`src/rtl/packed_product_accumulator.sv`:
```
// packed_product_accumulator
// Splits the packed product word into signed int16/int8/int4 lanes and sums
// each lane on its own, with saturation, over a group of beats framed by
// in_last. The finished group is held for the result writer until it is taken.
//
// state   | meaning
// --------+----------------------------------------------------------------
// S_IDLE  | waiting for the first beat of a group (loads, no add)
// S_ACCUM | adding beats into the lane accumulators until in_last
// S_HOLD  | result presented on out_valid, input stalled until out_ready
module packed_product_accumulator #(
    parameter int ACC_W = 20,
    parameter int CNT_W = 16
) (
    input  logic               clk,
    input  logic               reset,
    input  logic [31:0]        p,
    input  logic [1:0]         mode,
    input  logic               in_valid,
    input  logic               in_last,
    output logic               in_ready,
    output logic [8*ACC_W-1:0] acc_out,
    output logic [7:0]         ovf,
    output logic [CNT_W-1:0]   beat_cnt,
    output logic               out_valid,
    input  logic               out_ready
);

    typedef enum logic [1:0] {
        S_IDLE  = 2'd0,
        S_ACCUM = 2'd1,
        S_HOLD  = 2'd2
    } state_t;

    state_t                  state_q, state_d;
    logic [1:0]              mode_q;
    logic [1:0]              lane_mode;
    logic                    accept;
    logic signed [ACC_W-1:0] acc_q   [8];
    logic signed [ACC_W-1:0] lane    [8];
    logic signed [ACC_W:0]   wide    [8];
    logic signed [ACC_W-1:0] sum_sat [8];
    logic [7:0]              sat_hit;

    assign in_ready = (state_q != S_HOLD);
    assign accept   = in_valid && in_ready;

    // The first beat of a group follows the live mode; later beats use the latched one.
    assign lane_mode = (state_q == S_IDLE) ? mode : mode_q;

    // Lane extraction with sign extension; lanes beyond the mode's count stay 0.
    always_comb begin
        for (int k = 0; k < 8; k++) begin
            lane[k] = '0;
        end
        case (lane_mode)
            2'b00: begin
                for (int k = 0; k < 2; k++) begin
                    lane[k] = ACC_W'($signed(p[16*k +: 16]));
                end
            end
            2'b01: begin
                for (int k = 0; k < 4; k++) begin
                    lane[k] = ACC_W'($signed(p[8*k +: 8]));
                end
            end
            default: begin
                for (int k = 0; k < 8; k++) begin
                    lane[k] = ACC_W'($signed(p[4*k +: 4]));
                end
            end
        endcase
    end

    // One extra bit of headroom exposes overflow; clamp toward the sign of the true sum.
    always_comb begin
        for (int k = 0; k < 8; k++) begin
            wide[k]    = (ACC_W+1)'(acc_q[k]) + (ACC_W+1)'(lane[k]);
            sat_hit[k] = wide[k][ACC_W] != wide[k][ACC_W-1];
            if (!sat_hit[k]) begin
                sum_sat[k] = wide[k][ACC_W-1:0];
            end else if (wide[k][ACC_W]) begin
                sum_sat[k] = {1'b1, {(ACC_W-1){1'b0}}};
            end else begin
                sum_sat[k] = {1'b0, {(ACC_W-1){1'b1}}};
            end
        end
    end

    // Flatten the lane accumulators onto the output bus.
    always_comb begin
        acc_out = '0;
        for (int k = 0; k < 8; k++) begin
            acc_out[k*ACC_W +: ACC_W] = acc_q[k];
        end
    end

    // State register.
    always_ff @(posedge clk or posedge reset) begin
        if (reset) begin
            state_q <= S_IDLE;
        end else begin
            state_q <= state_d;
        end
    end

    // Next-state decode.
    always_comb begin
        state_d = state_q;
        case (state_q)
            S_IDLE: begin
                if (accept) begin
                    state_d = in_last ? S_HOLD : S_ACCUM;
                end
            end
            S_ACCUM: begin
                if (accept && in_last) begin
                    state_d = S_HOLD;
                end
            end
            S_HOLD: begin
                if (out_ready) begin
                    state_d = S_IDLE;
                end
            end
            default: state_d = S_IDLE;
        endcase
    end

    // Accumulators, flags, beat count and the registered out_valid.
    always_ff @(posedge clk or posedge reset) begin
        if (reset) begin
            mode_q    <= 2'b00;
            ovf       <= '0;
            beat_cnt  <= '0;
            out_valid <= 1'b0;
            for (int k = 0; k < 8; k++) begin
                acc_q[k] <= '0;
            end
        end else begin
            case (state_q)
                S_IDLE: begin
                    if (accept) begin
                        mode_q    <= mode;
                        ovf       <= '0;
                        beat_cnt  <= CNT_W'(1);
                        out_valid <= in_last;
                        for (int k = 0; k < 8; k++) begin
                            acc_q[k] <= lane[k];
                        end
                    end
                end
                S_ACCUM: begin
                    if (accept) begin
                        ovf       <= ovf | sat_hit;
                        out_valid <= in_last;
                        if (!(&beat_cnt)) begin
                            beat_cnt <= beat_cnt + CNT_W'(1);
                        end
                        for (int k = 0; k < 8; k++) begin
                            acc_q[k] <= sum_sat[k];
                        end
                    end
                end
                S_HOLD: begin
                    if (out_ready) begin
                        out_valid <= 1'b0;
                    end
                end
                default: out_valid <= 1'b0;
            endcase
        end
    end

endmodule

```
`config.mk`:
```
export PLATFORM = sky130hd
export DESIGN_NAME = packed_product_accumulator
export DESIGN_NICKNAME = d
export VERILOG_FILES = /design/src/rtl/packed_product_accumulator.sv
export SDC_FILE = /design/constraint.sdc
export NUM_CORES = 1
export LEC_CHECK = 0
export ABC_CLOCK_PERIOD_IN_PS = 17100
export BUFFER_PORTS_ARGS = -buffer_cell sky130_fd_sc_hd__buf_2
export CORE_MARGIN = 2
export CORE_UTILIZATION = 45
export CTS_CLUSTER_SIZE = 40
export DETAILED_ROUTE_END_ITERATION = 8
export HOLD_SLACK_MARGIN = 0.1
export SETUP_SLACK_MARGIN = 0.05
export SYNTH_ARGS = -nofsm -noshare
export SYNTH_HDL_FRONTEND = slang
export SYNTH_SLANG_ARGS = --single-unit
```
`constraint.sdc`:
```
create_clock -name clk -period 17.1 [get_ports clk]
set_input_delay 2.565 -clock clk [delete_from_list [all_inputs] [get_ports clk]]
set_output_delay 2.565 -clock clk [all_outputs]
set_load 0.05 [all_outputs]
```
**Word-level counts from Yosys, hierarchy flattened**

Cells that the tools add are included.

- Bits in registers: 189
- Bits in latches: 0
- Memory bits (writable): 0
- Memory bits (read-only): 0
- Input bits: 39
- Output and inout port bits: 186
- Word-level logic and storage cells: 92
- Memories kept: 0

- Add/sub/neg operators: 9
- Multipliers: 0
- Div/mod/pow operators: 0
- Magnitude comparators: 0
- Eq/ne operators: 18
- Shift-type cells: 0
- Mux-type cells: 38
- Bitwise logic cells: 1
- Reduce and logical (&&, ||, !) cells: 13

Operators with widths:

| cell | count |
|---|---|
| 160-bit 2-to-1 mux | 2 |
| 20-bit 2-to-1 mux | 16 |
| 160-bit one-hot mux with 2 select lines | 1 |
| 20-bit by 20-bit adder with 21-bit output | 8 |
| 40-bit one-hot mux with 2 select lines | 2 |
| 80-bit 2-to-1 mux | 1 |
| 16-bit 2-to-1 mux | 3 |
| 16-bit one-hot mux with 2 select lines | 1 |
| 16-bit by 1-bit adder with 16-bit output, second input constant | 1 |
| 8-bit 2-to-1 mux | 2 |
| 8-bit one-hot mux with 2 select lines | 1 |
| 16-bit AND reduction | 1 |
| 2-bit != test, second input constant | 6 |
| 2-bit 2-to-1 mux | 5 |
| 1-bit != test | 8 |
| 8-bit OR | 1 |
| 2-bit one-hot mux with 3 select lines | 1 |
| 3-bit AND reduction | 2 |
| 2-bit by 1-bit equality test with 1-bit output, second input constant | 2 |
| 2-bit zero test | 2 |
| 2-bit AND reduction | 2 |
| 4-bit AND reduction | 1 |
| 2-bit OR reduction | 2 |
| 2-bit equality test, second input constant | 1 |
| 5 further kinds | 7 |

**Logic depth before layout (Yosys ltp)**

Gate-level depths: netlist of the first run.

- Word-level depth: 10
- Gate-level depth with buffers: 20
- Mapped depth without buffers: 19

**Worst setup path before layout of the first run**

No wires, ideal clock.

- Path kind: input port to flip-flop
- Start point: input port mode[1]
- End point: register acc_q, in the netlist acc_out[143]
- Library setup time: 66 ps
- Arrival: 6534 ps
- Required time: 17034 ps
- Path slack: 10501 ps
- Stages: 18
- Buffers on the path: 3
- Cells stage by stage: mux2_2 buf_2 clkbuf_1 and2_1 ha_1 a211o_1 a21boi_0 o31ai_1 a31oi_1 o21a_1 o211a_1 or3_1 ha_1 nand2_1 or2_2 o211ai_1 buf_2 o221a_2

- Word-level cells in the longest chain between the ends: 9
- Elaborated cells on any way between the ends: 12
- Classes of those cells: add/sub (1); eq/ne (2); mux (7); reduce/logical (2)

Ends and longest elaborated chain:

| what | RTL line | RTL |
|---|---|---|
| from (decl) | 18 | `input logic [1:0] mode,` |
| 2-bit 2-to-1 mux (*) | 49 | `assign lane_mode = (state_q == S_IDLE) ? mode : mode_q;` |
| 2-bit by 1-bit equality test with 1-bit output / 2-bit zero test (equally long branches) | 56 | `case (lane_mode)` |
| 2-bit OR reduction (no source line) (*) | n/a |  |
| 80-bit 2-to-1 mux (*) | 56 |  |
| 20-bit by 20-bit adder with 21-bit output | 78 | `wide[k] = (ACC_W+1)'(acc_q[k]) + (ACC_W+1)'(lane[k]);` |
| 20-bit 2-to-1 mux / 1-bit != test (equally long branches) | 82, 79 |  |
| 20-bit 2-to-1 mux | 80 | `if (!sat_hit[k]) begin` |
| 160-bit 2-to-1 mux | 154 | `if (accept) begin` |
| 160-bit one-hot mux with 2 select lines (*) | 141 | `case (state_q)` |
| to (signal, indexed assignment) | 149 | `acc_q[k] <= lane[k];` |
| to (signal, indexed assignment) | 161 | `acc_q[k] <= sum_sat[k];` |
| to (decl) | 39 | `logic signed [ACC_W-1:0] acc_q [8];` |

Mark *: on every way between the ends. The rest lies on a longest branch, timed or not. The select of a mux whose other input is x is not followed.
A chain may end at the register's enable or synchronous reset.

**Final worst setup path of the first run**

- Start point: input port mode[1]
- End point: register acc_q, in the netlist acc_out[154]

Same word-level chain as after synthesis.

==> results of run 1 <==
-- synthesized netlist by cell type, types with 16 or more instances --
master and instances:
nand2_1 224, a21oi_1 193, dfrtp_1 189, ha_1 163, nor2_1 149, o21ai_0 103
o211ai_1 64, a21o_1 63, inv_1 63, xnor2_1 60, xor2_1 59, nor3_1 49
clkbuf_1 47, and2_1 40, nand3_1 37, o21a_1 29, a211oi_1 28, and3_1 26
o32a_1 25, a31oi_1 24, nand2b_1 20, a22oi_1 19, nor2b_1 18, nand4_1 17
o22a_1 17, mux2i_1 16, o21bai_1 16
-- flip-flops by register name, summed over array words and instances, names as in the netlist --
name       flops
acc_out      160
beat_cnt      16
mode_q         2
out_valid      1
ovf            8
state_q        2
-- metal layers --
metal	part of all wire (%)	wire, um	up-vias
met5	0	0	-
met4	2.0	1071	0
met3	6.1	3175	60
met2	46	24040	433
met1	46	23970	7814
li1	-	-	7827
-- how the worst max path moves through the flow --
stage | start | to | slack, ns | depth (start not counted)
after floorplan | reset | acc_out[0]$_DFFE_PP0P_ | 9.39 | 1
after global placement | mode[1] | acc_out[154]$_DFFE_PP0P_ | 9.10 | 17
after detailed placement | mode[1] | acc_out[154]$_DFFE_PP0P_ | 8.95 | 17
after CTS | mode[1] | acc_out[154]$_DFFE_PP0P_ | 9.42 | 17
after global routing | mode[1] | acc_out[154]$_DFFE_PP0P_ | 8.79 | 17
final | mode[1] | acc_out[154]$_DFFE_PP0P_ | 9.41 | 17
-- cell families (layout without fill, tap and decap cells) --
family | after synthesis | after routing | share of synthesized area, %
multiplexers | 20 | 20 | 1.243
other | 0 | 1 | 0
AO/OA/AOI/OAI | 722 | 722 | 29.91
flip-flops | 189 | 189 | 28.32
AND/OR/NAND/NOR | 629 | 629 | 17.67
buffers and inverters | 133 | 332 | 3.206
XOR/XNOR | 119 | 119 | 6.240
adder cells (fa/ha/maj) | 175 | 175 | 13.41
-- critical path, delay by kind of cell --
family,cells,cell delay (ns)
AOI/OAI and AO/OA,9,2.70
adders and majority gates,2,0.99
buffers and inverters,2,0.60
and+or+nand+nor,3,0.71
muxes,1,0.53
-- layout make-up --
type,instances,area (um2),share of cell area (%)
sequential,189,4730,25.09
tap,468,585.6,3.106
clock buffer,20,456.7,2.423
clock inverter,12,158.9,0.8429
timing repair buffer,236,1211,6.425
inverter,64,247.7,1.314
antenna,1,2.502,0.01327
multi-input combinational,1665,11460,60.79
-- through the flow --
step,worst slack [ns],cell area [um2]
finish,9.406,18850
global placement,9.103,18230
CTS,9.416,18850
global route,8.795,18850
detailed placement,8.946,18230
floorplan,9.393,16700
==> out/summary.txt, run 1 <==
Outcome: completed
Worst path arrival time: 8.08 ns
Die H: 196.7 um
Gate Count Post-Synth: 1987
Mapped Avg Cell Area: 8.406 um2
Synth area leader: dfrtp_1
Final Hold Viols: 0
Avg Vias per Cell: 6.077
Worst Min Path Start: ovf[6]$_DFFE_PP0P_
Seq/Total Area, Yosys: 28.32%
Slew of the pin with the lowest slew margin: 1.245 ns
Worst R2R Path Depth: 17
Fill cells: 3571
Max-cap viol count: 0
Flops & latches, synth: 189
Hold Path End: ovf[6]$_DFFE_PP0P_
DR iter-0 viols: 882
Most frequent cells in the layout: nand2_1 (224), buf_2 (224), a21oi_1 (193), dfrtp_1 (189), ha_1 (163)
DRC viols: 0
Clk root buf: clkbuf_16
Final setup viols: 0
Core area: 36610 um2
Setup TNS: 0 ns
Main flop type after synthesis: dfrtp_1
Startpoint Class: primary input
Met3 Use GR: 4.843%
Critical-path cell list: buf_2 -> mux2_2 -> nand2_1 -> inv_1 -> ha_1 -> o21a_1 -> a21boi_0 -> o31ai_1 -> a31oi_1 -> o21a_1 -> o211a_1 -> or3_1 -> ha_1 -> nand2_1 -> o211ai_1 -> o221ai_1 -> a21oi_1
CTS tree: built
CP max FO: 34
EDFF count, synth: 0
Synth cell types: 88
CP max stage cell: o211ai_1
Most crowded layer after global routing: met2
Post-DP HPWL: 38270 um
Fin nets: 2383
First-pass GRT wire length: 83070 um
Synth Net Count: 2197
RR Startpoint: state_q[1]$_DFFE_PP0P_
# H-tree levels: 4
Max Transition Viols Final: 0
Initial Util: 45.62%
Max incr delay on CP: 0.88 ns
Synth warnings: 0
Core Util, Final: 51.49%
Chip width: 196.7 um
Reg clk slew, reported paths: 0.08 ns
Critical path endpoint category: flop
R2R Path End: acc_out[154]$_DFFE_PP0P_
Gr ovfl total: 0
DRT Pass-1 Iters: 5
Area growth, synth to finish: 12.87%
WHS Path Cells: 2
Post-Layout Cell Count: 2655
Synthesized area: 16700 um2
Setup bufs post-CTS: 0
CTS resizes: 0
Post-layout min period: 7.694 ns
Clock sinks: 189
DP Cell Count: 2622
Fmax: 0.1300 GHz
Wire per inst: 19.68 um
Share of layout cells above drive strength 1: 14.50%
Data required time of the critical path: 17.49 ns
Top-area cell type share of the netlist area: 28.32%
Fin Hold WS: 0.5020 ns
Final Cycle Share: 45.00%
Die area: 38670 um2
Ports: 225
Routed wire length: 52250 um
Row count: 70
DR vias: 16130
Initial antenna violation count: 1
Routability congestion estimate: 0.9442
Slew headroom: 17.01%
Hold-fix buffers, CTS: 0
GR Util All Layers: 26.90%
Buffers on Ports: 224
R2R Setup Slk: 10.64 ns
CTS max path bufs: 2
Clk_skew: 0.01237 ns
Met2 GRT Util: 44.37%
RSZ-0062 raised after global routing: no
Final ANT Viol Nets: 0
WS Path Type: primary input to flop
Worst-Skew Late Latency: 0.46 ns
Grt met1 use: 36.02%
Async SR Flop Fraction: 100.0%
Hold Path Class: flop to flop
Largest net degree at the start of global routing: 123
Vias in the first global route: 15620
Top area cells in the synthesized netlist: dfrtp_1 (28%), ha_1 (12%), a21oi_1 (5.8%)
CTS buffer count: 17
Power of run 1 is not shown: default switching activity piles up to over one toggle a cycle in this logic, so the estimate is an artifact.
==> inputs of run 2 (changes only) <==
--- a/config.mk
+++ b/config.mk
@@ -5,7 +5,7 @@
 export SDC_FILE = /design/constraint.sdc
 export NUM_CORES = 1
 export LEC_CHECK = 0
-export ABC_CLOCK_PERIOD_IN_PS = 17100
+export ABC_CLOCK_PERIOD_IN_PS = 7100
 export BUFFER_PORTS_ARGS = -buffer_cell sky130_fd_sc_hd__buf_2
 export CORE_MARGIN = 2
 export CORE_UTILIZATION = 45
==> constraint.sdc (replaced) <==
create_clock -name clk -period 7.1 [get_ports clk]
set_input_delay 1.065 -clock clk [delete_from_list [all_inputs] [get_ports clk]]
set_output_delay 1.065 -clock clk [all_outputs]
set_load 0.05 [all_outputs]
==> run 2 against run 1 <==
  * Cell count increased by 0.23%
  * Core utilization increased by 0.085 points
  * Via count about the same
  * Global-route usage about the same
  * Cell area increased by 0.17%
  * Clock skew decreased by 0.0010 ns
  * Largest cell class unchanged
==> out/summary.txt, run 2 (synthesis results as in run 1) <==
Outcome: completed
Wire per inst: 19.54 um (-0.74%)
Max-cap viol count: 0 (unchanged)
DR iter-0 viols: 1091 (+24%)
R2R Setup Slk: 1.46 ns (-9.18 ns)
Setup bufs post-CTS: 0 (unchanged)
Slew headroom: 31.63% (+15 points)
CP max FO: 16 (-53%)
Core area: 36610 um2 (unchanged)
Largest net degree at the start of global routing: 122 (-0.81%)
Hold Path End: ovf[6]$_DFFE_PP0P_
Critical path endpoint category: flop
DR vias: 16150 (+0.081%)
Avg Vias per Cell: 6.068 (-0.15%)
Initial Util: 45.62% (unchanged)
Chip width: 196.7 um (unchanged)
Final Hold Viols: 0 (unchanged)
CTS buffer count: 17 (unchanged)
GR Util All Layers: 26.90% (about the same)
Die H: 196.7 um (unchanged)
Initial antenna violation count: 2 (+1)
Worst Setup SP: state_q[1]$_DFFE_PP0P_
Reg clk slew, reported paths: 0.08 ns (about the same)
Area growth, synth to finish: 13.06%
RSZ-0062 raised after global routing: no
Fill cells: 3539 (-0.90%)
Ports: 225 (unchanged)
Final setup viols: 0 (unchanged)
Routed wire length: 51980 um (-0.52%)
Max Transition Viols Final: 0 (unchanged)
Share of layout cells above drive strength 1: 14.74% (+0.24 points)
# H-tree levels: 4 (unchanged)
CTS resizes: 0 (unchanged)
Most frequent cells in the layout: nand2_1 (224), buf_2 (224), a21oi_1 (193), dfrtp_1 (189), ha_1 (163)
Data required time of the critical path: 7.49 ns (-10.00 ns)
Vias in the first global route: 15620 (-0.038%)
Critical-path cell list: nor2_1 -> mux2_2 -> and2_1 -> ha_1 -> fa_1 -> a211oi_1 -> o21ai_0 -> a21boi_0 -> nor4_1 -> o31ai_1 -> a21boi_0 -> inv_1 -> ha_1 -> buf_4 -> nand2_1 -> or2_2 -> o211ai_1 -> buf_4 -> o221ai_1 -> a21oi_1
Post-DP HPWL: 38400 um (+0.34%)
Final Cycle Share: 79.48%
Worst R2R Path Depth: 20 (+3)
Multi-input gate area: 11460 um2 (unchanged)
Slew of the pin with the lowest slew margin: 0.9970 ns (-0.2478 ns)
Sequential Area: 4730 um2 (unchanged)
Max incr delay on CP: 0.56 ns (-0.32 ns)
DRC viols: 0 (unchanged)
Final ANT Viol Nets: 0 (unchanged)
CTS max path bufs: 2 (unchanged)
Hold Path Class: flop to flop
Buffers on Ports: 224 (unchanged)
First-pass GRT wire length: 83320 um (+0.31%)
Setup TNS: 0 ns (unchanged)
WHS Path Cells: 2 (unchanged)
Post-layout min period: 5.643 ns
Fmax: 0.1772 GHz
R2R Path End: acc_out[154]$_DFFE_PP0P_
RR Startpoint: state_q[1]$_DFFE_PP0P_
Clk_skew: 0.01137 ns (-0.0009971 ns)
Worst-Skew Late Latency: 0.46 ns (about the same)
Clk root buf: clkbuf_16
CP max stage cell: o31ai_1
Worst Min Path Start: ovf[6]$_DFFE_PP0P_
Startpoint Class: flop
CTS tree: built
Gr ovfl total: 0 (unchanged)
Die area: 38670 um2 (unchanged)
WS Path Type: flop to flop
Fin nets: 2388 (+0.21%)
Row count: 70 (unchanged)
DRT Pass-1 Iters: 5 (unchanged)
Clock sinks: 189 (unchanged)
Max reg flops: 160 (unchanged)
Routability congestion estimate: 0.9458 (+0.17%)
Worst path arrival time: 6.03 ns (-2.05 ns)
Hold-fix buffers, CTS: 0 (unchanged)
==> run 2: cell types whose count changed in the layout (fill, tap and decap cells not counted), sizes merged <==
cell | before | now
clkbuf | 20 | 18
buf | 236 | 241
clkinvlp | 2 | 3
diode | 1 | 2
inv | 66 | 65
clkinv | 5 | 7
==> run 2: worst max-delay path by stage <==
stage,endpoint,cells after the start
3_3_place_gp,acc_out[154]$_DFFE_PP0P_,20
5_1_grt,acc_out[154]$_DFFE_PP0P_,20
2_1_floorplan,acc_out[0]$_DFFE_PP0P_,1
6_report,acc_out[154]$_DFFE_PP0P_,20
4_1_cts,acc_out[154]$_DFFE_PP0P_,20
3_5_place_dp,acc_out[154]$_DFFE_PP0P_,20
==> run 2: worst max-delay path, delay by kind of cell (launching register included) <==
family / cells / cell delay (ns)
AO/OA/AOI/OAI: 8 / 2.16
adder cells (fa/ha/maj): 3 / 0.76
buffers and inverters: 3 / 0.56
AND/OR/NAND/NOR: 5 / 1.14
multiplexers: 1 / 0.43
flip-flops: 1 / 0.50
==> run 2: per-stage QoR <==
| step | hold slack (ns) | setup WS (ns) | util, % | area [um2] | cells |
|---|---|---|---|---|---|
| after floorplan | 0.4631 | 0.8929 | - | 16700 | 1987 |
| after global placement | 0.4605 | 1.369 | 49.91 | 18270 | 2627 |
| after detailed placement | 0.4690 | 1.351 | 49.91 | 18270 | 2627 |
| after CTS | 0.4866 | 1.507 | 51.57 | 18880 | 2659 |
| after global routing | 0.5354 | 0.8308 | 51.58 | 18880 | 2661 |
| final | 0.4798 | 1.457 | 51.58 | 18880 | 2661 |
==> run 2: area by class of cell <==
type / count / area share, %
clock buffer: 18 / 2.326
tap: 468 / 3.101
clock inverter: 14 / 0.8879
inverter: 64 / 1.312
antenna: 2 / 0.02650
multi-input combinational: 1665 / 60.69
timing repair buffer: 241 / 6.613
sequential: 189 / 25.05
==> run 2: layer usage <==
metal / global-route usage (%) / share of wire, %
met3: 3.559 / 5.5
met1: 37.55 / 47
met5: 0 / 0
met2: 44.22 / 46
met4: 6.572 / 1.6
Power of run 2 is left out for the same reason.
==> inputs of run 3 (changes only) <==
--- a/config.mk
+++ b/config.mk
@@ -5,13 +5,14 @@
 export SDC_FILE = /design/constraint.sdc
 export NUM_CORES = 1
 export LEC_CHECK = 0
-export ABC_CLOCK_PERIOD_IN_PS = 7100
+export ABC_CLOCK_PERIOD_IN_PS = 4800
 export BUFFER_PORTS_ARGS = -buffer_cell sky130_fd_sc_hd__buf_2
 export CORE_MARGIN = 2
 export CORE_UTILIZATION = 45
 export CTS_CLUSTER_SIZE = 40
 export DETAILED_ROUTE_END_ITERATION = 8
 export HOLD_SLACK_MARGIN = 0.1
+export PLACE_DENSITY = 0.67
 export SETUP_SLACK_MARGIN = 0.05
 export SYNTH_ARGS = -nofsm -noshare
 export SYNTH_HDL_FRONTEND = slang
==> constraint.sdc (replaced) <==
create_clock -name clk -period 4.8 [get_ports clk]
set_input_delay 0.72 -clock clk [delete_from_list [all_inputs] [get_ports clk]]
set_output_delay 0.72 -clock clk [all_outputs]
set_load 0.05 [all_outputs]
==> run 3 against run 2 <==
  * Die area unchanged
  * Clock skew grew 0.0010 ns
  * Cell count grew 1.6%
  * Critical endpoint is now acc_out[83]$_DFFE_PP0P_
  * Register-to-register slack worse by 1.2 ns
  * Core utilization is 0.99 points higher
  * Largest cell class unchanged
  * Non-clock buffer count increased by 44
  * Routed wire length rose by 0.29%
  * Sequential share of layout area decreased by 0.47 points
  * Worst setup slack got worse by 1.2 ns
==> out/summary.txt, run 3 (synthesis results as in run 1) <==
Critical Path Most Common Cell: buf_4
Buffer and inverter count on the worst path: 2 (-1)
Placed Area: 18620 um2 (+1.9%)
# H-tree levels: 4 (unchanged)
Final ANT Viol Nets: 0 (unchanged)
Final Cycle Share: 94.97% (+15 points)
DRT Pass-1 Iters: 5 (unchanged)
Worst R2R Path Depth: 14 (-30%)
Final WS setup: 0.2412 ns (-1.216 ns)
Share of layout cells above drive strength 1: 16.79% (+2.1 points)
Slew headroom: 27.63% (-4.0 points)
Design area: 19250 um2 (+1.9%)
Ports: 225 (unchanged)
R2R Setup Slk: 0.24 ns (-1.22 ns)
Critical path endpoint category: flop
Post-layout min period: 4.559 ns (-1.084 ns)
Critical-path cell list: nor2_4 -> mux2_2 -> buf_4 -> and2_1 -> ha_1 -> and3_1 -> a21boi_0 -> a2111oi_2 -> nor3_1 -> mux2i_1 -> a21oi_1 -> o21ai_2 -> buf_4 -> o311ai_0
DR iter-0 viols: 849 (-22%)
Max reg flops: 160 (unchanged)
Path length in cells of the critical path: 14 (-30%)
Reg clk slew, reported paths: 0.07 ns (about the same)
Routability congestion estimate: 0.9363 (-1.0%)
Hold Path Class: primary input to async pin
RSZ-0062 raised after global routing: yes
Worst path arrival time: 4.87 ns (-1.16 ns)
Fill cells: 3480 (-1.7%)
Fmax: 0.2194 GHz (+24%)
Startpoint Class: flop
Outcome: completed
Worst-Skew Late Latency: 0.46 ns (about the same)
DR vias: 16330 (+1.1%)
GR Util All Layers: 26.71% (-0.19 points)
Chip width: 196.7 um (unchanged)
Fin Hold WS: 0.3417 ns (-0.1381 ns)
Clk_skew: 0.01237 ns (+0.001002 ns)
CTS max path bufs: 2 (unchanged)
Max-cap viol count: 0 (unchanged)
Die area: 38670 um2 (unchanged)
Initial antenna violation count: 2 (unchanged)
Final setup viols: 0 (unchanged)
WS Path Type: flop to flop
CTS tree: built
Max incr delay on CP: 0.51 ns (-0.05 ns)
Clk root buf: clkbuf_16
Avg Vias per Cell: 6.041 (-0.44%)
Hold-fix buffers, CTS: 0 (unchanged)
Initial Util: 45.62% (unchanged)
Buffers on Ports: 224 (unchanged)
Gr ovfl total: 0 (unchanged)
Vias in the first global route: 15750 (+0.85%)
Die H: 196.7 um (unchanged)
Slew of the pin with the lowest slew margin: 1.082 ns (+0.08458 ns)
Most frequent cells in the layout: buf_2 (224), nand2_1 (222), a21oi_1 (190), dfrtp_1 (189), ha_1 (163)
CP max FO: 30 (+14)
Wire per inst: 19.29 um (-1.3%)
Fin nets: 2432 (+1.8%)
Post-DP HPWL: 39200 um (+2.1%)
Core area: 36610 um2 (unchanged)
CP max stage cell: nor3_1
RR Startpoint: state_q[0]$_DFFE_PP0P_
Crit-path leading delay family: simple AND/OR/NAND/NOR gates
Pre-CTS setup slack: -0.1775 ns (-1.529 ns)
Most common cell after layout, fill and taps aside: buf_2
DRC viols: 0 (unchanged)
Largest net degree at the start of global routing: 94 (-23%)
First-pass GRT wire length: 82910 um (-0.50%)
R2R Path End: acc_out[83]$_DFFE_PP0P_
Final Hold Viols: 0 (unchanged)
Area growth, synth to finish: 15.24%
Max Transition Viols Final: 0 (unchanged)
Clock sinks: 189 (unchanged)
Sequential Area: 4730 um2 (unchanged)
CTS buffer count: 17 (unchanged)
Row count: 70 (unchanged)
Routed wire length: 52140 um (+0.29%)
Multi-input gate area: 11520 um2 (+0.49%)
Data required time of the critical path: 5.12 ns (-2.37 ns)
-- run 3: how the worst max path moves through the flow --
| stage | slack (ns) | end | start |
|---|---|---|---|
| 2_1_floorplan | 0.06 | acc_out[143]$_DFFE_PP0P_ | state_q[0]$_DFFE_PP0P_ |
| 3_3_place_gp | 0.008 | acc_out[73]$_DFFE_PP0P_ | mode[1] |
| 3_5_place_dp | -0.18 | acc_out[70]$_DFFE_PP0P_ | mode[1] |
| 4_1_cts | 0.13 | acc_out[70]$_DFFE_PP0P_ | state_q[0]$_DFFE_PP0P_ |
| 5_1_grt | 0.05 | acc_out[74]$_DFFE_PP0P_ | state_q[0]$_DFFE_PP0P_ |
| 6_report | 0.24 | acc_out[83]$_DFFE_PP0P_ | state_q[0]$_DFFE_PP0P_ |
-- run 3: metrics by stage --
stage	setup TNS, ns	std cells	utilization (%)
after detailed placement	-1.765	2670	50.86
after global routing	0	2703	52.57
after CTS	0	2700	52.40
after global placement	0	2670	50.86
after floorplan	0	1987	-
final	0	2703	52.57
-- run 3: what timing repair did --
item	CTS	global route
resized for setup	1	15
setup endpoints to repair	12	73
cloned	0	0
endpoints found under the hold margin	0	0
buffers inserted	0	1
-- run 3: area by class of cell --
type | instances | share of cell area [%]
antenna | 2 | 0.02600
clock buffer | 21 | 2.444
clock inverter | 9 | 0.4615
inverter | 64 | 1.287
multi-input combinational | 1665 | 59.83
sequential | 189 | 24.57
tap | 468 | 3.042
timing repair buffer | 285 | 8.334
-- run 3: metal layers --
| layer | wire length (um) | part of all wire [%] | track usage [%] | vias up |
|---|---|---|---|---|
| met5 | 0 | 0 | 0 | - |
| met2 | 24500 | 47 | 44.83 | 523 |
| met3 | 3385 | 6.5 | 4.791 | 70 |
| met1 | 23180 | 44 | 35.17 | 7827 |
| met4 | 1066 | 2.0 | 8.020 | 0 |
| li1 | - | - | - | 7909 |
-- run 3: worst reg2reg max path, cell delays in order, from the launching register on --
cell and delay [ns]:
dfrtp_1 0.41, nor2_4 0.17, mux2_2 0.40, buf_4 0.24
and2_1 0.42, ha_1 0.49, and3_1 0.21, a21boi_0 0.31
a2111oi_2 0.12, nor3_1 0.51, mux2i_1 0.39, a21oi_1 0.22
o21ai_2 0.15, buf_4 0.23, o311ai_0 0.15
Power of run 3 is left out for the same reason.
